--- src/rtl/frame_read_scheduler_pkg.sv ---
// Shared definitions for the frame-buffer read scheduler: state encoding
// (also the oSTATE readout value) and default frame geometry.
package frame_read_scheduler_pkg;

   localparam int FRAME_PIXELS_DEF = 307200;   // 640*480
   localparam int PIX_W_DEF        = 10;       // grayscale pixel width
   localparam int STATE_W          = 3;

   typedef enum logic [STATE_W-1:0] {
      ST_IDLE  = 3'd0,
      ST_LIVE  = 3'd1,
      ST_DRAIN = 3'd2,
      ST_FLUSH = 3'd3,
      ST_HPS   = 3'd4,
      ST_DONE  = 3'd5
   } state_t;

endpackage

--- src/rtl/frame_read_scheduler_sync2_bit.sv ---
// Two-flop synchronizer for a single asynchronous level into the iCLK domain.
module sync2_bit (
   input  logic clk,
   input  logic rst_n,
   input  logic d,
   output logic q
);

   logic meta;

   // Shift the async level through two flops to settle metastability
   always_ff @(posedge clk or negedge rst_n) begin
      if (!rst_n) begin
         meta <= 1'b0;
         q    <= 1'b0;
      end else begin
         meta <= d;
         q    <= meta;
      end
   end

endmodule

--- src/rtl/frame_read_scheduler.sv ---
// Frame-buffer read sequencer: owns the SDRAM read port and camera start/stop.
// LIVE passes VGA requests straight through; stop mode drains the camera frame,
// flushes the read FIFOs and then serves the HPS one pixel per req/ack handshake.
module frame_read_scheduler
   import frame_read_scheduler_pkg::*;
#(
   parameter int FRAME_PIXELS  = FRAME_PIXELS_DEF,
   parameter int PIX_W         = PIX_W_DEF,
   parameter int LOAD_CYCLES   = 4,
   parameter int RD_LAT        = 2,
   parameter int SETTLE_CYCLES = 16
) (
   input  logic             iCLK,
   input  logic             iRST_N,
   input  logic             iCAM_RUN,
   input  logic             iCCD_FVAL,
   input  logic             iVGA_REQ,
   input  logic             iVGA_VS_N,
   input  logic             iHPS_REQ,
   input  logic [PIX_W-1:0] iRD_DATA,
   output logic             oRD_REQ,
   output logic             oRD_LOAD,
   output logic             oCAM_START,
   output logic             oCAM_END,
   output logic             oHPS_ACK,
   output logic [PIX_W-1:0] oHPS_PIXEL,
   output logic             oHPS_DONE,
   output logic [2:0]       oSTATE
);

   localparam int CNT_W  = $clog2(FRAME_PIXELS + 1);
   localparam int SET_W  = $clog2(SETTLE_CYCLES + 1);
   localparam int LOAD_W = $clog2(LOAD_CYCLES + 1);
   localparam int LAT_W  = $clog2(RD_LAT + 2);

   state_t             state;
   logic               run_s, fval_s, req_s;
   logic               run_q, req_q, vs_q;
   logic               run_rise, req_rise, vs_fall;
   logic               rd_pulse;
   logic [CNT_W-1:0]   pix_cnt;
   logic [SET_W-1:0]   settle_cnt;
   logic [LOAD_W-1:0]  load_cnt;
   logic [LAT_W-1:0]   lat_cnt;     // 0 = no read in flight, else cycles since the read strobe

   sync2_bit u_sync_run  (.clk(iCLK), .rst_n(iRST_N), .d(iCAM_RUN),  .q(run_s));
   sync2_bit u_sync_fval (.clk(iCLK), .rst_n(iRST_N), .d(iCCD_FVAL), .q(fval_s));
   sync2_bit u_sync_req  (.clk(iCLK), .rst_n(iRST_N), .d(iHPS_REQ),  .q(req_s));

   // Delayed copies of the synced levels and VS_N for edge detection
   always_ff @(posedge iCLK or negedge iRST_N) begin
      if (!iRST_N) begin
         run_q <= 1'b0;
         req_q <= 1'b0;
         vs_q  <= 1'b0;
      end else begin
         run_q <= run_s;
         req_q <= req_s;
         vs_q  <= iVGA_VS_N;
      end
   end

   assign run_rise = run_s & ~run_q;
   assign req_rise = req_s & ~req_q;
   assign vs_fall  = vs_q & ~iVGA_VS_N;

   // VGA requests bypass the sequencer in LIVE; elsewhere only the HPS read strobe drives the FIFOs
   assign oRD_REQ = (state == ST_LIVE) ? iVGA_REQ : rd_pulse;
   assign oSTATE  = state;

   // Main sequencer: mode FSM, drain/flush timing and the HPS pixel handshake
   always_ff @(posedge iCLK or negedge iRST_N) begin
      if (!iRST_N) begin
         state      <= ST_IDLE;
         oCAM_START <= 1'b0;
         oCAM_END   <= 1'b0;
         oRD_LOAD   <= 1'b0;
         rd_pulse   <= 1'b0;
         oHPS_ACK   <= 1'b0;
         oHPS_PIXEL <= '0;
         oHPS_DONE  <= 1'b0;
         pix_cnt    <= '0;
         settle_cnt <= '0;
         load_cnt   <= '0;
         lat_cnt    <= '0;
      end else begin
         oCAM_START <= 1'b0;
         oCAM_END   <= 1'b0;
         oRD_LOAD   <= 1'b0;
         rd_pulse   <= 1'b0;
         case (state)
            ST_IDLE: begin
               if (run_rise) begin
                  oCAM_START <= 1'b1;
                  oRD_LOAD   <= 1'b1;
                  state      <= ST_LIVE;
               end
            end
            ST_LIVE: begin
               // frame realign still happens if the camera stops on the same cycle
               if (vs_fall)
                  oRD_LOAD <= 1'b1;
               if (!run_s) begin
                  oCAM_END   <= 1'b1;
                  settle_cnt <= '0;
                  state      <= ST_DRAIN;
               end
            end
            ST_DRAIN: begin
               // settle window restarts if FVAL comes back high
               if (fval_s) begin
                  settle_cnt <= '0;
               end else if (settle_cnt == SET_W'(SETTLE_CYCLES - 1)) begin
                  settle_cnt <= '0;
                  load_cnt   <= '0;
                  oRD_LOAD   <= 1'b1;
                  state      <= ST_FLUSH;
               end else begin
                  settle_cnt <= settle_cnt + SET_W'(1);
               end
            end
            ST_FLUSH: begin
               if (load_cnt == LOAD_W'(LOAD_CYCLES - 1)) begin
                  pix_cnt   <= '0;
                  oHPS_DONE <= 1'b0;
                  lat_cnt   <= '0;
                  state     <= ST_HPS;
               end else begin
                  load_cnt <= load_cnt + LOAD_W'(1);
                  oRD_LOAD <= 1'b1;
               end
            end
            ST_HPS: begin
               if (lat_cnt != '0) begin
                  if (lat_cnt == LAT_W'(RD_LAT)) begin
                     oHPS_PIXEL <= iRD_DATA;
                     lat_cnt    <= lat_cnt + LAT_W'(1);
                  end else if (lat_cnt == LAT_W'(RD_LAT + 1)) begin
                     oHPS_ACK <= 1'b1;
                     pix_cnt  <= pix_cnt + CNT_W'(1);
                     lat_cnt  <= '0;
                  end else begin
                     lat_cnt <= lat_cnt + LAT_W'(1);
                  end
               end else if (oHPS_ACK) begin
                  if (!req_s) begin
                     oHPS_ACK <= 1'b0;
                     if (pix_cnt == CNT_W'(FRAME_PIXELS)) begin
                        oHPS_DONE <= 1'b1;
                        state     <= ST_DONE;
                     end
                  end
               end else if (run_s && !req_s) begin
                  // camera restart waits for an idle handshake
                  oCAM_START <= 1'b1;
                  oRD_LOAD   <= 1'b1;
                  state      <= ST_LIVE;
               end else if (req_rise) begin
                  rd_pulse <= 1'b1;
                  lat_cnt  <= LAT_W'(1);
               end
            end
            ST_DONE: begin
               // frame already delivered: acknowledge with a zero pixel, no FIFO read
               if (oHPS_ACK) begin
                  if (!req_s)
                     oHPS_ACK <= 1'b0;
               end else if (run_s && !req_s) begin
                  oCAM_START <= 1'b1;
                  oRD_LOAD   <= 1'b1;
                  state      <= ST_LIVE;
               end else if (req_rise) begin
                  oHPS_ACK   <= 1'b1;
                  oHPS_PIXEL <= '0;
               end
            end
            default: state <= ST_IDLE;
         endcase
      end
   end

endmodule
--- config.mk ---
export PLATFORM = sky130hd
export DESIGN_NAME = frame_read_scheduler
export DESIGN_NICKNAME = d
export VERILOG_FILES = /design/src/rtl/frame_read_scheduler_pkg.sv /design/src/rtl/frame_read_scheduler_sync2_bit.sv /design/src/rtl/frame_read_scheduler.sv
export SDC_FILE = /design/constraint.sdc
export NUM_CORES = 1
export LEC_CHECK = 0
export ABC_AREA = 1
export CAP_MARGIN = 20
export CORE_MARGIN = 4
export CORE_UTILIZATION = 56
export DETAILED_ROUTE_END_ITERATION = 8
export PLACE_DENSITY_LB_ADDON = 0.3
export SYNTH_ARGS = -nofsm -noshare
export SYNTH_HDL_FRONTEND = slang
export SYNTH_SLANG_ARGS = --single-unit
--- constraint.sdc ---
create_clock -name iCLK -period 2.36 [get_ports iCLK]
set_clock_uncertainty 0.2 [all_clocks]
set_input_delay 0.59 -clock iCLK [delete_from_list [all_inputs] [get_ports iCLK]]
set_output_delay 0.59 -clock iCLK [all_outputs]
set_load 0.005 [all_outputs]
==> impl_metrics.py <==
metrics = {
    "cts": {
        "cts_root_buffer": "clkbuf_8",
        "cts_buffer_depth": 2,
        "cts_tree": "built",
        "cts-buffers-inserted": 9,
        "cts_htree_levels": 3,
        "path_clk_slew_ns": 0.07,
        "clk_latency_ns": 0.34,
        "clock-sinks": 57,
    },
    "floorplan": {
        "rows": 27,
        "start_util_pct": 57.9,
        "die_height_um": 83.7,
        "die_x_um": 83.7,
        "fp.coreArea_um2": 5540,
        "ioPinCount": 36,
        "die_area_um2": 7000,
    },
    "yosys": {
        "yosysWarnings": 0,
        "yosysSeqAreaShare_pct": 44.5,
        "synth_edf_count": 0,
        "synth_top_area_cell": "dfrtp_1",
        "synth_common_cells": "106 x nand2_1, 57 x dfrtp_1, 40 x inv_1, 37 x nor2_1, 33 x nand3_1",
        "yosys.area_share.simple_pct": 30.5,
        "ys_async_sr_fraction_pct": 100,
        "syn_nets": 418,
        "yosysMostFrequentCell": "nand2_1",
        "synth_adder_area_share_pct": 3.51,
        "syn-instance-count": 392,
        "ys_seq_elements": 57,
        "netlist_area_um2": 3210,
        "synth.top_cell.area_share_pct": 44.5,
        "synthMuxAreaShare_pct": 0.624,
        "syn_avg_cell_area_um2": 8.18,
        "synthFlopType": "dfrtp_1",
        "synth_xor_area_share_pct": 1.64,
        "synth_top_family_by_area": "simple AND/OR/NAND/NOR gates",
        "synth_compound_area_share_pct": 11.0,
        "synth_area_leaders": "dfrtp_1 44%, nand2_1 12%, o21ai_2 5.5%",
        "synth_cell_types": 35,
    },
    "worst_setup_path": {
        "crit_fanout": 8,
        "crit_arrival_ns": 1.50,
        "cp_data_required_time_ns": 1.57,
        "cp-start-kind": "register",
        "critPathKind": "register to output port",
        "end_kind": "output port",
    },
    "global_routing": {
        "grt_util_met1_pct": 27.3,
        "grt_max_degree": 26,
        "grt_pass1_vias": 2705,
        "grt_pass1_wl_mm": 12.3,
        "antenna_found_initial": 0,
        "met3_usage_pct": 6.32,
        "met2_usage_pct": 36.2,
        "grt_busiest_layer": "met2",
        "gr-total-overflow": 0,
        "grtUsageTotal_pct": 21.7,
    },
    "timing": {
        "hold_slack_ns": 0.152,
        "slew_headroom_pct": 68.0,
        "rsz0062_at_grt": "no",
        "worst_pin_slew_ns": 0.475,
        "fin_crit_sh_pct": 97.0,
        "setup_viol": 0,
        "final_max_slew_viol_count": 0,
        "max_freq_mhz": 437,
        "hold_violations": 0,
        "fin_crit_ns": 2.29,
    },
    "finish": {
        "final_core_util_pct": 69.3,
        "diodes": 0,
        "drive_gt1_share_pct": 15.6,
        "syn2layout_area_growth_pct": 19.8,
        "nNetsFinal": 464,
    },
    "placed_design": {
        "dp_hpwl_mm": 5.00,
        "finalWeightedCongestion": 0.877,
        "port_buffers": 35,
    },
    "power": {
        "finalPower_mw": 3.54,
        "power_density_nw_per_um2": 922,
        "peakVddDrop_v": 0.000707,
        "power_leakage_nw": 1.76,
    },
    "status": {
        "status": "finished, final reports clean",
    },
    "drt": {
        "drt_iter0_drc": 216,
        "viasPerCell": 5.31,
        "drc_errors": 0,
        "wl_mm": 7.10,
        "drt-pass1-iter-count": 4,
        "ant_nets": 0,
        "vias": 2729,
        "routedWlPerCell_um": 13.8,
    },
    "hold_path": {
        "hp-class": "register to register",
    },
    "job": {
        "cap_violations": 0,
    },
}
layout by cell type (no fill, tap or decap), types with 3 or more instances in the layout:
cell and count:
clkbuf_8 11, ha_1 9, a21oi_1 3, nor3_1 7
o21ai_1 3, nor2_1 37, nand3_1 33, o21ai_2 20
inv_2 5, nand4_1 12, nand2_1 106, xor2_1 5
buf_4 8, o22ai_1 3, inv_1 38, dfrtp_1 57
clkdlybuf4s50_1 33, nor2_4 3, o21ai_0 13, nand2_4 4
state kept, by name (all words and copies together) (netlist names), 2 cells and up:
| name | cells |
|---|---|
| lat_cnt | 2 |
| load_cnt | 3 |
| oSTATE | 3 |
| pix_cnt | 19 |
| settle_cnt | 5 |
| oHPS_PIXEL | 10 |
stage by stage:
step | area [um2] | TNS [ns] | setup slack [ns] | cells
after floorplan | 3210 | 0 | 0.438 | 392
after global placement | 3620 | -0.0978 | -0.0978 | 497
after detailed placement | 3620 | -0.0966 | -0.0966 | 497
after CTS | 3840 | 0 | 0.0811 | 514
after global routing | 3840 | 0 | 0.00817 | 514
final | 3840 | 0 | 0.0700 | 514
layout make-up:
class | count | area, um2
fill | 453 | 1700
sequential | 57 | 1430
inverter | 44 | 168
clock buffer | 12 | 155
tap | 72 | 90.1
multi-input combinational | 281 | 1530
timing repair buffer | 45 | 434
clock inverter | 3 | 40.0
report_power, final:
| part | total [mW] | switching [mW] | internal (mW) | leakage (nW) |
|---|---|---|---|---|
| combinational | 1.31 | 0.720 | 0.591 | 0.914 |
| sequential | 1.31 | 0.138 | 1.17 | 0.746 |
| clock | 0.922 | 0.386 | 0.536 | 0.102 |
metal layers:
layer,routed length (um),vias to the layer above
li1,-,1367
met3,399,10
met2,3450,76
met4,106,0
met5,0,-
met1,3150,1276
critical path: stages (launching register included):
cell and delay, ns:
dfrtp_1 0.40, buf_4 0.23, clkdlybuf4s50_1 0.53
cell families (layout without fill, tap and decap cells):
family | count (synthesis) | after routing
AND/OR/NAND/NOR | 215 | 215
buffers and inverters | 54 | 104
multiplexers | 2 | 2
XOR/XNOR | 6 | 6
adder cells (fa/ha/maj) | 9 | 9
AO/OA/AOI/OAI | 49 | 49
flip-flops | 57 | 57
worst paths after layout:
| check | startpoint | endpoint | slack [ns] | depth (start not counted) |
|---|---|---|---|---|
| hold / removal | u_sync_req.meta | u_sync_req.q | 0.15 | 0 |
| setup / recovery | oSTATE[1] | oSTATE[1] | 0.07 | 2 |
| max in group asynchronous | iRST_N | pix_cnt[1] | 1.07 | 3 |
| hold reg to reg | u_sync_req.meta | u_sync_req.q | 0.15 | 0 |
| min in group asynchronous | iRST_N | pix_cnt[16] | 0.43 | 2 |
| setup reg to reg | oSTATE[1] | oHPS_PIXEL[4] | 0.30 | 8 |
repair_timing:
action	4_1_cts	5_1_grt
resized for setup	5	0
hold buffers	1	0
pin swaps	1	1
endpoints found under the hold margin	5	0
setup buffers	1	0
setup endpoints to repair	1	1
cloned	0	0
Power figures use the tool's default switching activity.
